--- src/rtl/seg7_pkg.sv ---
// Shared constants and types for the 7-segment display monitors:
// segment patterns {a,b,c,d,e,f,g} (bit 6 = a), special codes, FSM states.
package seg7_pkg;

   localparam logic [6:0] SEG_0     = 7'b1111110;
   localparam logic [6:0] SEG_1     = 7'b0110000;
   localparam logic [6:0] SEG_2     = 7'b1101101;
   localparam logic [6:0] SEG_3     = 7'b1111001;
   localparam logic [6:0] SEG_4     = 7'b0110011;
   localparam logic [6:0] SEG_5     = 7'b1011011;
   localparam logic [6:0] SEG_6     = 7'b1011111;
   localparam logic [6:0] SEG_7     = 7'b1110000;
   localparam logic [6:0] SEG_8     = 7'b1111111;
   localparam logic [6:0] SEG_9     = 7'b1111011;
   localparam logic [6:0] SEG_BLANK = 7'b0000000;

   localparam logic [3:0] CODE_BLANK = 4'hF;
   localparam logic [3:0] CODE_ERR   = 4'hE;

   typedef enum logic {
      ALIGN   = 1'b0,
      COLLECT = 1'b1
   } state_t;

   // True when exactly one bit of an (up to) 8-bit select vector is set.
   function automatic logic onehot8(input logic [7:0] v);
      logic [3:0] n;
      n = 4'd0;
      for (int i = 0; i < 8; i++) begin
         n = n + {3'b000, v[i]};
      end
      return (n == 4'd1);
   endfunction

endpackage

--- src/rtl/seg7_to_bcd.sv ---
// Combinational segment-pattern to BCD lookup. Blank maps to CODE_BLANK
// without error; anything outside the table maps to CODE_ERR with o_err set.
module seg7_to_bcd
   import seg7_pkg::*;
(
   input  logic [6:0] i_seg,
   output logic [3:0] o_code,
   output logic       o_err
);

   // Look up the digit shown by the segment pattern
   always_comb begin
      o_code = CODE_ERR;
      o_err  = 1'b1;
      case (i_seg)
         SEG_0:     begin o_code = 4'd0;       o_err = 1'b0; end
         SEG_1:     begin o_code = 4'd1;       o_err = 1'b0; end
         SEG_2:     begin o_code = 4'd2;       o_err = 1'b0; end
         SEG_3:     begin o_code = 4'd3;       o_err = 1'b0; end
         SEG_4:     begin o_code = 4'd4;       o_err = 1'b0; end
         SEG_5:     begin o_code = 4'd5;       o_err = 1'b0; end
         SEG_6:     begin o_code = 4'd6;       o_err = 1'b0; end
         SEG_7:     begin o_code = 4'd7;       o_err = 1'b0; end
         SEG_8:     begin o_code = 4'd8;       o_err = 1'b0; end
         SEG_9:     begin o_code = 4'd9;       o_err = 1'b0; end
         SEG_BLANK: begin o_code = CODE_BLANK; o_err = 1'b0; end
         default:   begin o_code = CODE_ERR;   o_err = 1'b1; end
      endcase
   end

endmodule

--- src/rtl/seg7_scan_reader.sv ---
// Multiplexed 7-segment bus reader: synchronizes {dig_in, seg_in}, waits for
// a stable window, decodes the captured pattern into the digit's live slot and
// publishes a complete frame atomically once every position has been seen
// since the last digit-0 alignment.
module seg7_scan_reader
   import seg7_pkg::*;
#(
   parameter int NDIG       = 4,
   parameter int STABLE_CYC = 8
)
(
   input  logic                 clk,
   input  logic                 rst_n,
   input  logic [6:0]           seg_in,
   input  logic [NDIG-1:0]      dig_in,
   output logic [4*NDIG-1:0]    bcd_out,
   output logic [NDIG-1:0]      dig_err,
   output logic                 frame_valid,
   output logic                 frame_lost,
   output logic                 sel_err
);

   localparam int SW = NDIG + 7;
   localparam int CW = $clog2(STABLE_CYC + 1);

   logic [SW-1:0]            r_sync1;
   logic [SW-1:0]            r_sync2;
   logic [SW-1:0]            r_prev;
   logic [CW-1:0]            r_cnt;

   state_t                   r_state;
   logic [NDIG-1:0]          r_mask;
   logic [NDIG-1:0][3:0]     r_live_code;
   logic [NDIG-1:0]          r_live_err;
   logic [4*NDIG-1:0]        r_bcd;
   logic [NDIG-1:0]          r_err;
   logic                     r_fv;
   logic                     r_fl;
   logic                     r_se;

   logic [6:0]               w_seg;
   logic [NDIG-1:0]          w_dig;
   logic [3:0]               w_code;
   logic                     w_err;
   logic                     w_capture;
   logic                     w_onehot;
   logic                     w_accept;
   logic                     w_complete;
   logic [NDIG-1:0]          w_mask_next;
   logic [NDIG-1:0][3:0]     w_live_code_next;
   logic [NDIG-1:0]          w_live_err_next;

   assign w_seg = r_sync2[6:0];
   assign w_dig = r_sync2[SW-1:7];

   // Capture fires once per stable window: the counter passes STABLE_CYC-1
   // exactly once before saturating.
   assign w_capture  = (r_sync2 == r_prev) && (r_cnt == CW'(STABLE_CYC - 1));
   assign w_onehot   = onehot8(8'(w_dig));
   assign w_accept   = (r_state == COLLECT) || w_dig[0];
   assign w_complete = (w_mask_next == {NDIG{1'b1}});

   seg7_to_bcd u_dec (
      .i_seg  (w_seg),
      .o_code (w_code),
      .o_err  (w_err)
   );

   // Two-flop synchronizer, previous-sample register and saturating stability counter
   always_ff @(posedge clk or negedge rst_n) begin
      if (!rst_n) begin
         r_sync1 <= {SW{1'b0}};
         r_sync2 <= {SW{1'b0}};
         r_prev  <= {SW{1'b0}};
         r_cnt   <= {CW{1'b0}};
      end else begin
         r_sync1 <= {dig_in, seg_in};
         r_sync2 <= r_sync1;
         r_prev  <= r_sync2;
         if (r_sync2 != r_prev) begin
            r_cnt <= {CW{1'b0}};
         end else if (r_cnt != CW'(STABLE_CYC)) begin
            r_cnt <= r_cnt + CW'(1);
         end else begin
            r_cnt <= r_cnt;
         end
      end
   end

   // Next mask and live slots if the current capture is accepted; a digit-0
   // capture always restarts the frame.
   always_comb begin
      w_live_code_next = r_live_code;
      w_live_err_next  = r_live_err;
      case (r_state)
         ALIGN:   w_mask_next = NDIG'(1'b1);
         COLLECT: w_mask_next = w_dig[0] ? NDIG'(1'b1) : (r_mask | w_dig);
         default: w_mask_next = NDIG'(1'b1);
      endcase
      for (int i = 0; i < NDIG; i++) begin
         if (w_dig[i]) begin
            w_live_code_next[i] = w_code;
            w_live_err_next[i]  = w_err;
         end else begin
            w_live_code_next[i] = r_live_code[i];
            w_live_err_next[i]  = r_live_err[i];
         end
      end
   end

   // Frame FSM: align on digit 0, collect positions, publish on completion
   always_ff @(posedge clk or negedge rst_n) begin
      if (!rst_n) begin
         r_state     <= ALIGN;
         r_mask      <= {NDIG{1'b0}};
         r_live_code <= {(4*NDIG){1'b0}};
         r_live_err  <= {NDIG{1'b0}};
         r_bcd       <= {NDIG{CODE_BLANK}};
         r_err       <= {NDIG{1'b0}};
         r_fv        <= 1'b0;
         r_fl        <= 1'b0;
         r_se        <= 1'b0;
      end else begin
         r_fv <= 1'b0;
         r_fl <= 1'b0;
         r_se <= 1'b0;
         if (w_capture && !w_onehot) begin
            r_se <= 1'b1;
         end else if (w_capture && w_accept) begin
            r_live_code <= w_live_code_next;
            r_live_err  <= w_live_err_next;
            r_fl        <= (r_state == COLLECT) && w_dig[0] && !w_complete;
            if (w_complete) begin
               r_bcd   <= w_live_code_next;
               r_err   <= w_live_err_next;
               r_fv    <= 1'b1;
               r_mask  <= {NDIG{1'b0}};
               r_state <= ALIGN;
            end else begin
               r_mask  <= w_mask_next;
               r_state <= COLLECT;
            end
         end else begin
            r_state <= r_state;
         end
      end
   end

   assign bcd_out     = r_bcd;
   assign dig_err     = r_err;
   assign frame_valid = r_fv;
   assign frame_lost  = r_fl;
   assign sel_err     = r_se;

endmodule

--- config.mk ---
export PLATFORM = sky130hd
export DESIGN_NAME = seg7_scan_reader
export DESIGN_NICKNAME = d
export VERILOG_FILES = /design/src/rtl/seg7_pkg.sv /design/src/rtl/seg7_to_bcd.sv /design/src/rtl/seg7_scan_reader.sv
export SDC_FILE = /design/constraint.sdc
export NUM_CORES = 1
export LEC_CHECK = 0
export CAP_MARGIN = 20
export CORE_AREA = 8 8 119 77
export CTS_CLUSTER_DIAMETER = 100
export DETAILED_ROUTE_END_ITERATION = 8
export DIE_AREA = 0 0 127 85
export PLACE_DENSITY = 0.7
export SLEW_MARGIN = 10
export SYNTH_ARGS = -nofsm -noshare
export SYNTH_HDL_FRONTEND = slang
export SYNTH_SLANG_ARGS = --single-unit
--- constraint.sdc ---
create_clock -name clk -period 3.8 [get_ports clk]
set_input_delay 0.76 -clock clk [delete_from_list [all_inputs] [get_ports clk]]
set_output_delay 0.76 -clock clk [all_outputs]
set_load 0.005 [all_outputs]
# Word-level counts from Yosys, hierarchy flattened
# Index checks and enable logic that the tools add are counted.
# totals
reg_bits	85
output_inout_bits	23
# op_classes
add_sub_neg	4
n_eq_ne	16
n_mux	22
n_bitwise	3
n_reduce_logical	13
# op_table
operator	count
$eq 7x7->1 const B	8
$pmux 4 s11	1
$mux 4	8
$eq 7x6->1 const B	2
$mux 1	12
$eq 11x11->1	1
$ne 11x11->1	1
$reduce_or 11->1	1
$pmux 4 s2	1
$logic_not 7->1	1
$logic_and 1x1->1	5
$add 3x1->4	1
$add 4x1->4 const B	1
$eq 4x1->1 const B	1
$eq 4x3->1 const B	1
$eq 4x4->1 const B	1
$ne 4x4->1 const B	1
$or 4x4->4	1
$add 2x1->3	1
$reduce_and 3->1	1
$add 1x1->2	1
$logic_not 1->1	2
$not 1->1	2
$reduce_and 2->1	1
2 further kinds	2

# Logic depth before layout (Yosys ltp)
# Gate-level depths: netlist of the first run.
# depth
ltp_word	8
mapped_depth	13
ltp_nobuf	10

# Cells and area by module
# From an unflattened synthesis of the first run, not the netlist that was laid out.
# hier_totals
hier_cells	300
area_unflattened_um2	3684.8
# modules_own_cells
mod	n_inst	cells_per_inst	area_per_inst_um2
seg7_scan_reader	1	266	3454.6
seg7_to_bcd	1	34	230.2

# Least setup slack after synthesis of the first run
# Ideal clock, no wire load.
# synth_path
path_type	register -> register
start	register r_sync2[8]
end	register r_live_code[10] (netlist name)
t_arrival_ns	3.202
required_time_ns	3.675
path_slack_ns	0.473
stages_incl_launch_ff	13
period_less_slack_ns	3.327
path_cell_list	dfrtp_1 -> clkbuf_1 -> inv_1 -> fa_1 -> inv_1 -> ha_1 -> ha_1 -> or3b_2 -> nor2_1 -> and4_1 -> buf_2 -> nand3_1 -> mux2_2
# synth_via
elab_chain_len	8
word_cells_on_any_way	11
cone_classes	add/sub: 3; eq/ne: 2; bitwise: 1; reduce/logical: 5
# synth_lines
item	line_no	text
from (decl)	seg7_scan_reader.sv:27	logic [SW-1:0] r_sync2;
from (signal assigned)	seg7_scan_reader.sv:73	r_sync2 <= {SW{1'b0}};
from (signal assigned)	seg7_scan_reader.sv:78	r_sync2 <= r_sync1;
$add 1x1->2	seg7_pkg.sv:30	n = n + {3'b000, v[i]};
$add 2x1->3	seg7_pkg.sv:30	
$add 3x1->4	seg7_pkg.sv:30	
$eq 4x1->1	seg7_pkg.sv:32	return (n == 4'd1);
$logic_not 1->1	seg7_scan_reader.sv:127	if (w_capture && !w_onehot) begin
$logic_and 1x1->1	seg7_scan_reader.sv:127	
$not 1->1 (no source line)	--	
$reduce_and 2->1 (no source line) *	--	
to (signal assigned)	seg7_scan_reader.sv:116	r_live_code <= {(4*NDIG){1'b0}};
to (signal assigned)	seg7_scan_reader.sv:130	r_live_code <= w_live_code_next;
to (decl)	seg7_scan_reader.sv:33	logic [NDIG-1:0][3:0] r_live_code;
# Mark *: on every way between the ends. The rest lies on a longest branch, timed or not.
# A chain may end at the register's enable or synchronous reset.

# Worst setup path after layout of the first run
# layout_path
start	register r_sync2[7]
end	register r_live_code[8] (netlist name)
# Same word-level chain as after synthesis.

==> metrics.txt, run 1 <==
Final Cycle Share 0.8669; HPWL reported at the end of detailed placement 5175 µm; worst-path fanout max 6; final setup vio count 0; synthesized area approximately 0.0036 mm²; Clock Power Share 0.455; CP endpoint kind register; Synth cell types 45; setup tns final 0 ns; maximum resistive drop on vdd 274.6 µV; Core Region 0.007507 mm²; DRT antenna net count 0; main flop type after synthesis dfrtp_1; Routability Congestion 0.8261; data required time of the worst path 4.03 ns; number of core rows 25; worst path arrival time 3.52 ns; vias per cell 5.315; Critical Path Start Type register; length in cells of the worst reg-to-reg path 10; initial antenna violation count 0; Post-CTS Repair Setup Buffers 0; Comb power frac 0.055; GRT Total Usage 0.1419; Min Clock Period, post-route 3.294 ns; CP Class reg -> reg; Clock Root Buffer clkbuf_16; maxcap violations 0; Pleak 0.001929 µW; number of iterations in the first detailed-routing pass 4; Avg Synthesized Cell Area around 13 µm²; footprint of the multi-input gates 0.001318 mm²; Layout Nets 347; grt ovf 0; Die Y 85 µm; Max Freq 303.6 MHz; switching part of the total 0.2209; worst skew pair latency 0.34 ns; P&R area growth vs syn 21.46%; Detailed Route WL around 7300 µm; drt initial violations 152; # diodes 0; placed cell area 0.004046 mm²; Synth async-reset ratio 1.000; RSZ-0062 raised after global routing no; Worst Skew approximately 0.0044 ns; CTS tree done; Final Cell Area 0.004377 mm²; flip-flop and latch area 0.002147 mm²; Final Hold Fails 0; clk sink count 85; Relative slew margins 0.4721; hold buffers post-CTS 0; pre-CTS setup slack between 0.5 and 0.6 ns; Clock transition at path regs 0.06 ns; Final Max Tran Viols 0; post-CTS resize count 0; initial core utilization 0.4800; H-tree Lvls 3; EDFF count, synth 0; fill count around 600; worst-margin pin slew 0.7919 ns; flops & latches, synth 85; largest net degree at the start of global routing 86; I/O Buffers 35; P_sw 423.7 µW; Final WS setup 0.5059 ns; Pint ~1500 µW; sequential fraction of the synthesis area 0.5958; DR vias 2275; Cells after Synth between 200 and 300; layout cells sized above 1 0.2485; HP Class in -> async; Die Wd approximately 130 µm; vias in the first global route 2245; DR DRC count 0; total power roughly 1900 µW; wire per inst roughly 17 µm; Die Area 0.01080 mm²; PwrDens 438.3 mW/mm²; clk buf depth 2; status complete, no violations; register share of total power 0.490; first-pass GRT wire length 11800 µm; post-synth net total 304; YS warnings 0; # IOs 36; CTS buffer count 9
==> layout make-up <==
cell class              instances  area share
clock inverters                 5     0.01372
repair buffers                 43     0.09777
multi-input cells             173      0.3010
clock buffers                  11     0.05546
inverters                      17     0.01458
flip-flops and latches         85      0.4906
well taps                      94     0.02687
==> worst paths after layout <==
path,startpoint,endpoint,slack (ns)
min in group clk,r_sync1[5]$_DFF_PN0_,r_sync2[5]$_DFF_PN0_,0.34
hold / removal,rst_n,sel_err$_DFF_PN0_,0.28
hold reg to reg,r_sync1[5]$_DFF_PN0_,r_sync2[5]$_DFF_PN0_,0.34
setup reg to reg,r_sync2[7]$_DFF_PN0_,r_live_code[8]$_DFFE_PN0P_,0.51
max in group asynchronous,rst_n,bcd_out[4]$_DFFE_PN1P_,2.89
setup / recovery,r_sync2[7]$_DFF_PN0_,r_live_code[8]$_DFFE_PN0P_,0.51
==> power groups by stage <==
stage               clock [µW]  sequential [µW]  combinational, µW
floorplan                    0              948               61.0
global placement             0              954                100
detailed placement           0              955                104
CTS                        891              939                104
global route               935              941                117
finish                     873              940                105
==> registers in the layout, indices dropped and copies added (netlist names) <==
register and flops:
r_cnt 4, r_mask 4, dig_err 4, r_sync2 11, r_live_code 16, bcd_out 16, r_sync1 11, r_state 1
r_live_err 4, frame_lost 1, r_prev 11, frame_valid 1, sel_err 1
==> critical path: stages (launching register included) <==
cell	delay, ns
dfrtp_1	0.35
inv_1	0.12
fa_1	0.55
inv_1	0.04
ha_1	0.17
ha_1	0.27
or3b_2	0.52
nor2_1	0.16
and4_1	0.34
nand3_1	0.30
mux2_2	0.36
==> per-stage QoR <==
step,util,hold slack [ns],cells
floorplan,-,0.3312,286
CTS,0.5793,0.3479,427
detailed placement,0.5390,0.3347,411
finish,0.5830,0.2758,428
global route,0.5830,0.2806,428
global placement,0.5390,0.3315,411
==> synth_stat cells (2+ instances only) <==
| cell | count | share of area |
|---|---|---|
| dfrtp_1 | 69 | 0.48 |
| mux2_2 | 34 | 0.11 |
| inv_1 | 17 | 0.018 |
| dfstp_2 | 16 | 0.12 |
| nor2_1 | 16 | 0.017 |
| a21oi_1 | 15 | 0.021 |
| nand2_1 | 14 | 0.015 |
| o21ai_0 | 13 | 0.018 |
| xor2_1 | 12 | 0.029 |
| mux2i_1 | 8 | 0.022 |
| a31oi_1 | 6 | 0.010 |
| nand3_1 | 5 | 0.0069 |
| buf_6 | 4 | 0.012 |
| clkbuf_1 | 4 | 0.0042 |
| ha_1 | 4 | 0.014 |
| nor2b_1 | 4 | 0.0069 |
| and2_1 | 3 | 0.0052 |
| buf_2 | 3 | 0.0042 |
| nand2b_1 | 3 | 0.0052 |
| nor3_1 | 3 | 0.0042 |
| o31ai_1 | 3 | 0.0062 |
| nand3b_1 | 2 | 0.0042 |
| nand4_1 | 2 | 0.0035 |
| nor4_1 | 2 | 0.0035 |
| nor4_2 | 2 | 0.0069 |
| or4_4 | 2 | 0.0062 |
| xnor2_1 | 2 | 0.0049 |
==> logic make-up after synthesis <==
logic type,Yosys count,synth area share
compound gates,45,0.07570
fa+ha+maj,5,0.01945
buf+inv,28,0.03854
flops,85,0.5958
simple gates,67,0.1080
mux,42,0.1285
xor+xnor,14,0.03403
==> layer usage <==
| layer | global-route usage | share of wire | up-vias |
|---|---|---|---|
| met4 | 0.03545 | 0.011 | 0 |
| met3 | 0.06884 | 0.066 | 11 |
| li1 | - | - | 1082 |
| met1 | 0.2006 | 0.51 | 1133 |
| met5 | 0 | 0 | - |
| met2 | 0.1870 | 0.42 | 49 |
==> layout by cell type, fill, tap and decap left out, drive strengths merged, types with 4 or more instances in the layout <==
cell and instances:
nor2 16, inv 17, nand2 14, nand2b 4, mux2i 8, nor2b 4, xor2 12, a21oi 15
a31oi 6, dfstp 16, nand3 6, clkbuf 11, clkdlybuf4s50 34, ha 4, o21ai 13, dfrtp 69
nor4 5, mux2 34, buf 9
No activity file was read; power rests on OpenSTA's default activity.
==> inputs of run 2 (changes only) <==
--- a/config.mk
+++ b/config.mk
@@ -5,7 +5,7 @@
 export SDC_FILE = /design/constraint.sdc
 export NUM_CORES = 1
 export LEC_CHECK = 0
-export CAP_MARGIN = 20
+export CAP_MARGIN = 10
 export CORE_AREA = 8 8 119 77
 export CTS_CLUSTER_DIAMETER = 100
 export DETAILED_ROUTE_END_ITERATION = 8
==> run 2 against run 1 <==
Sequential share of layout area is 0.31 points higher. First-iteration DRC count is 12% higher. Largest power group unchanged. Die area unchanged. Sequential power about the same. Final cell count decreased by 0.23%. Global-route usage unchanged.
==> metrics.txt, run 2 (synthesized netlist as in run 1, its figures left out) <==
vias in the first global route 2245 (unchanged); status complete, no violations; Critical Path Start Type register; Relative slew margins 0.3195 (-0.1526); clk buf depth 2 (unchanged); reg-to-reg slack, setup 0.51 ns (about the same); vias per cell 5.323 (+0.15%); Routability Congestion 0.8261 (unchanged); Min Clock Period, post-route 3.290 ns (-0.004340 ns); layout cells sized above 1 0.2462 (-0.002257); CP endpoint kind register; Die Y 85 µm (unchanged); final setup vio count 0 (unchanged); HPWL reported at the end of detailed placement 5175 µm (unchanged); # IOs 36 (unchanged); Core Region 0.007507 mm² (unchanged); first-pass GRT wire length 11800 µm (unchanged); CP cell instances inv_1 -> fa_1 -> inv_1 -> ha_1 -> ha_1 -> or3b_2 -> nor2_1 -> and4_1 -> nand3_1 -> mux2_2; post-CTS resize count 0 (unchanged); Hold Crit Start r_sync1[5]$_DFF_PN0_; P&R area growth vs syn 20.69%; worst skew pair latency 0.34 ns (about the same); Die Wd 127 µm (unchanged); Clock transition at path regs 0.06 ns (about the same); reg2reg end r_live_code[8]$_DFFE_PN0P_; I/O Buffers 35 (unchanged); CP Class reg -> reg; commonest non-fill, non-tap cells in the layout dfrtp_1 (69), mux2_2 (34), clkdlybuf4s50_1 (34); wire per inst 16.98 µm (-0.43%); Final Max Tran Viols 0 (unchanged); worst-margin pin slew 1.021 ns (+0.2289 ns); Clock Root Buffer clkbuf_16; CP max stage delay 0.55 ns (about the same); # diodes 0 (unchanged); H-tree Lvls 3 (unchanged); Post-CTS Repair Setup Buffers 0 (unchanged); HP Class reg -> reg; Worst path slowest cell fa_1; grt ovf 0 (unchanged); setup tns final 0 ns (unchanged); Max Freq 304.0 MHz (+0.13%); CTS buffer count 9 (unchanged); Layout Nets 346 (-0.29%); number of core rows 25 (unchanged); maximum resistive drop on vdd 274.7 µV (about the same); hold buffers post-CTS 0 (unchanged); initial antenna violation count 0 (unchanged); Final Hold Fails 0 (unchanged); Crit Reg-Reg Startpoint r_sync2[7]$_DFF_PN0_; data required time of the worst path 4.03 ns (about the same); DR vias 2273 (-0.088%); Die Area 0.01080 mm² (unchanged); most common cell after layout, fill and taps aside dfrtp_1; drt initial violations 170 (+12%); WHS Endpoint r_sync2[5]$_DFF_PN0_; Detailed Route WL 7250 µm (-0.66%); DR DRC count 0 (unchanged); maxcap violations 0 (unchanged); length in cells of the worst reg-to-reg path 10 (unchanged); DRT antenna net count 0 (unchanged); Cells on Worst Hold Path 0; PwrDens 439.8 mW/mm² (+0.35%); Worst Skew 0.003927 ns (-0.0004735 ns); CTS tree done; Pleak 0.001916 µW (-0.66%); hold_ws 0.3448 ns (+0.06896 ns); worst-path fanout max 6 (unchanged); worst path arrival time 3.52 ns (about the same); RSZ-0062 raised after global routing no; number of iterations in the first detailed-routing pass 4 (unchanged); GRT Total Usage 0.1419 (unchanged); Final Cycle Share 0.8657 (-0.001142); initial core utilization 0.4800 (unchanged); clk sink count 85 (unchanged); largest net degree at the start of global routing 86 (unchanged)
run 2: power by group:
group,internal (µW),switching [µW]
Clock,528,344
Sequential,924,15.8
Combinational,39.8,61.4
run 2: metal layers:
layer  global-route usage  vias up  wire (µm)
li1                     -     1076          -
met1               0.2006     1136       3659
met2               0.1870       51       3033
met3              0.06884       10        479
met4              0.03545        0         77
met5                    0        -          0
run 2: final cells by class:
cell class | count | area (µm²)
Timing Repair Buffer | 42 | 400.4
Inverter | 17 | 63.81
Multi-Input combinational cell | 173 | 1318
Clock inverter | 5 | 60.06
Clock buffer | 11 | 242.7
Sequential cell | 85 | 2147
Tap cell | 94 | 117.6
Fill cell | 599 | 3158
run 2: through the flow:
stage	worst slack (ns)	util	power (µW)	instances	instance area (µm²)
finish	0.5102	0.5793	1913	427	4349
global route	0.3568	0.5793	1989	427	4349
CTS	0.5006	0.5793	1933	427	4349
detailed placement	0.5088	0.5390	1059	411	4046
global placement	0.6099	0.5390	1054	411	4046
floorplan	0.4732	-	1009	286	3603
run 2: critical path, delay by kind of cell (launching register included):
kind,cells,cell delay (ns)
multiplexers,1,0.36
buffers and inverters,2,0.15
AND/OR/NAND/NOR,4,1.34
flip-flops,1,0.34
adder cells (fa/ha/maj),3,0.99
run 2: worst max path at each step:
stage	start	slack [ns]	depth (start not counted)	endpoint
3_3_place_gp	r_sync2[7]$_DFF_PN0_	0.61	10	r_live_code[10]$_DFFE_PN0P_
5_1_grt	r_sync2[7]$_DFF_PN0_	0.36	10	r_live_code[9]$_DFFE_PN0P_
6_report	r_sync2[7]$_DFF_PN0_	0.51	10	r_live_code[8]$_DFFE_PN0P_
2_1_floorplan	r_sync2[8]$_DFF_PN0_	0.47	12	r_live_code[10]$_DFFE_PN0P_
3_5_place_dp	r_sync2[7]$_DFF_PN0_	0.51	10	r_live_code[9]$_DFFE_PN0P_
4_1_cts	r_sync2[7]$_DFF_PN0_	0.50	10	r_live_code[9]$_DFFE_PN0P_
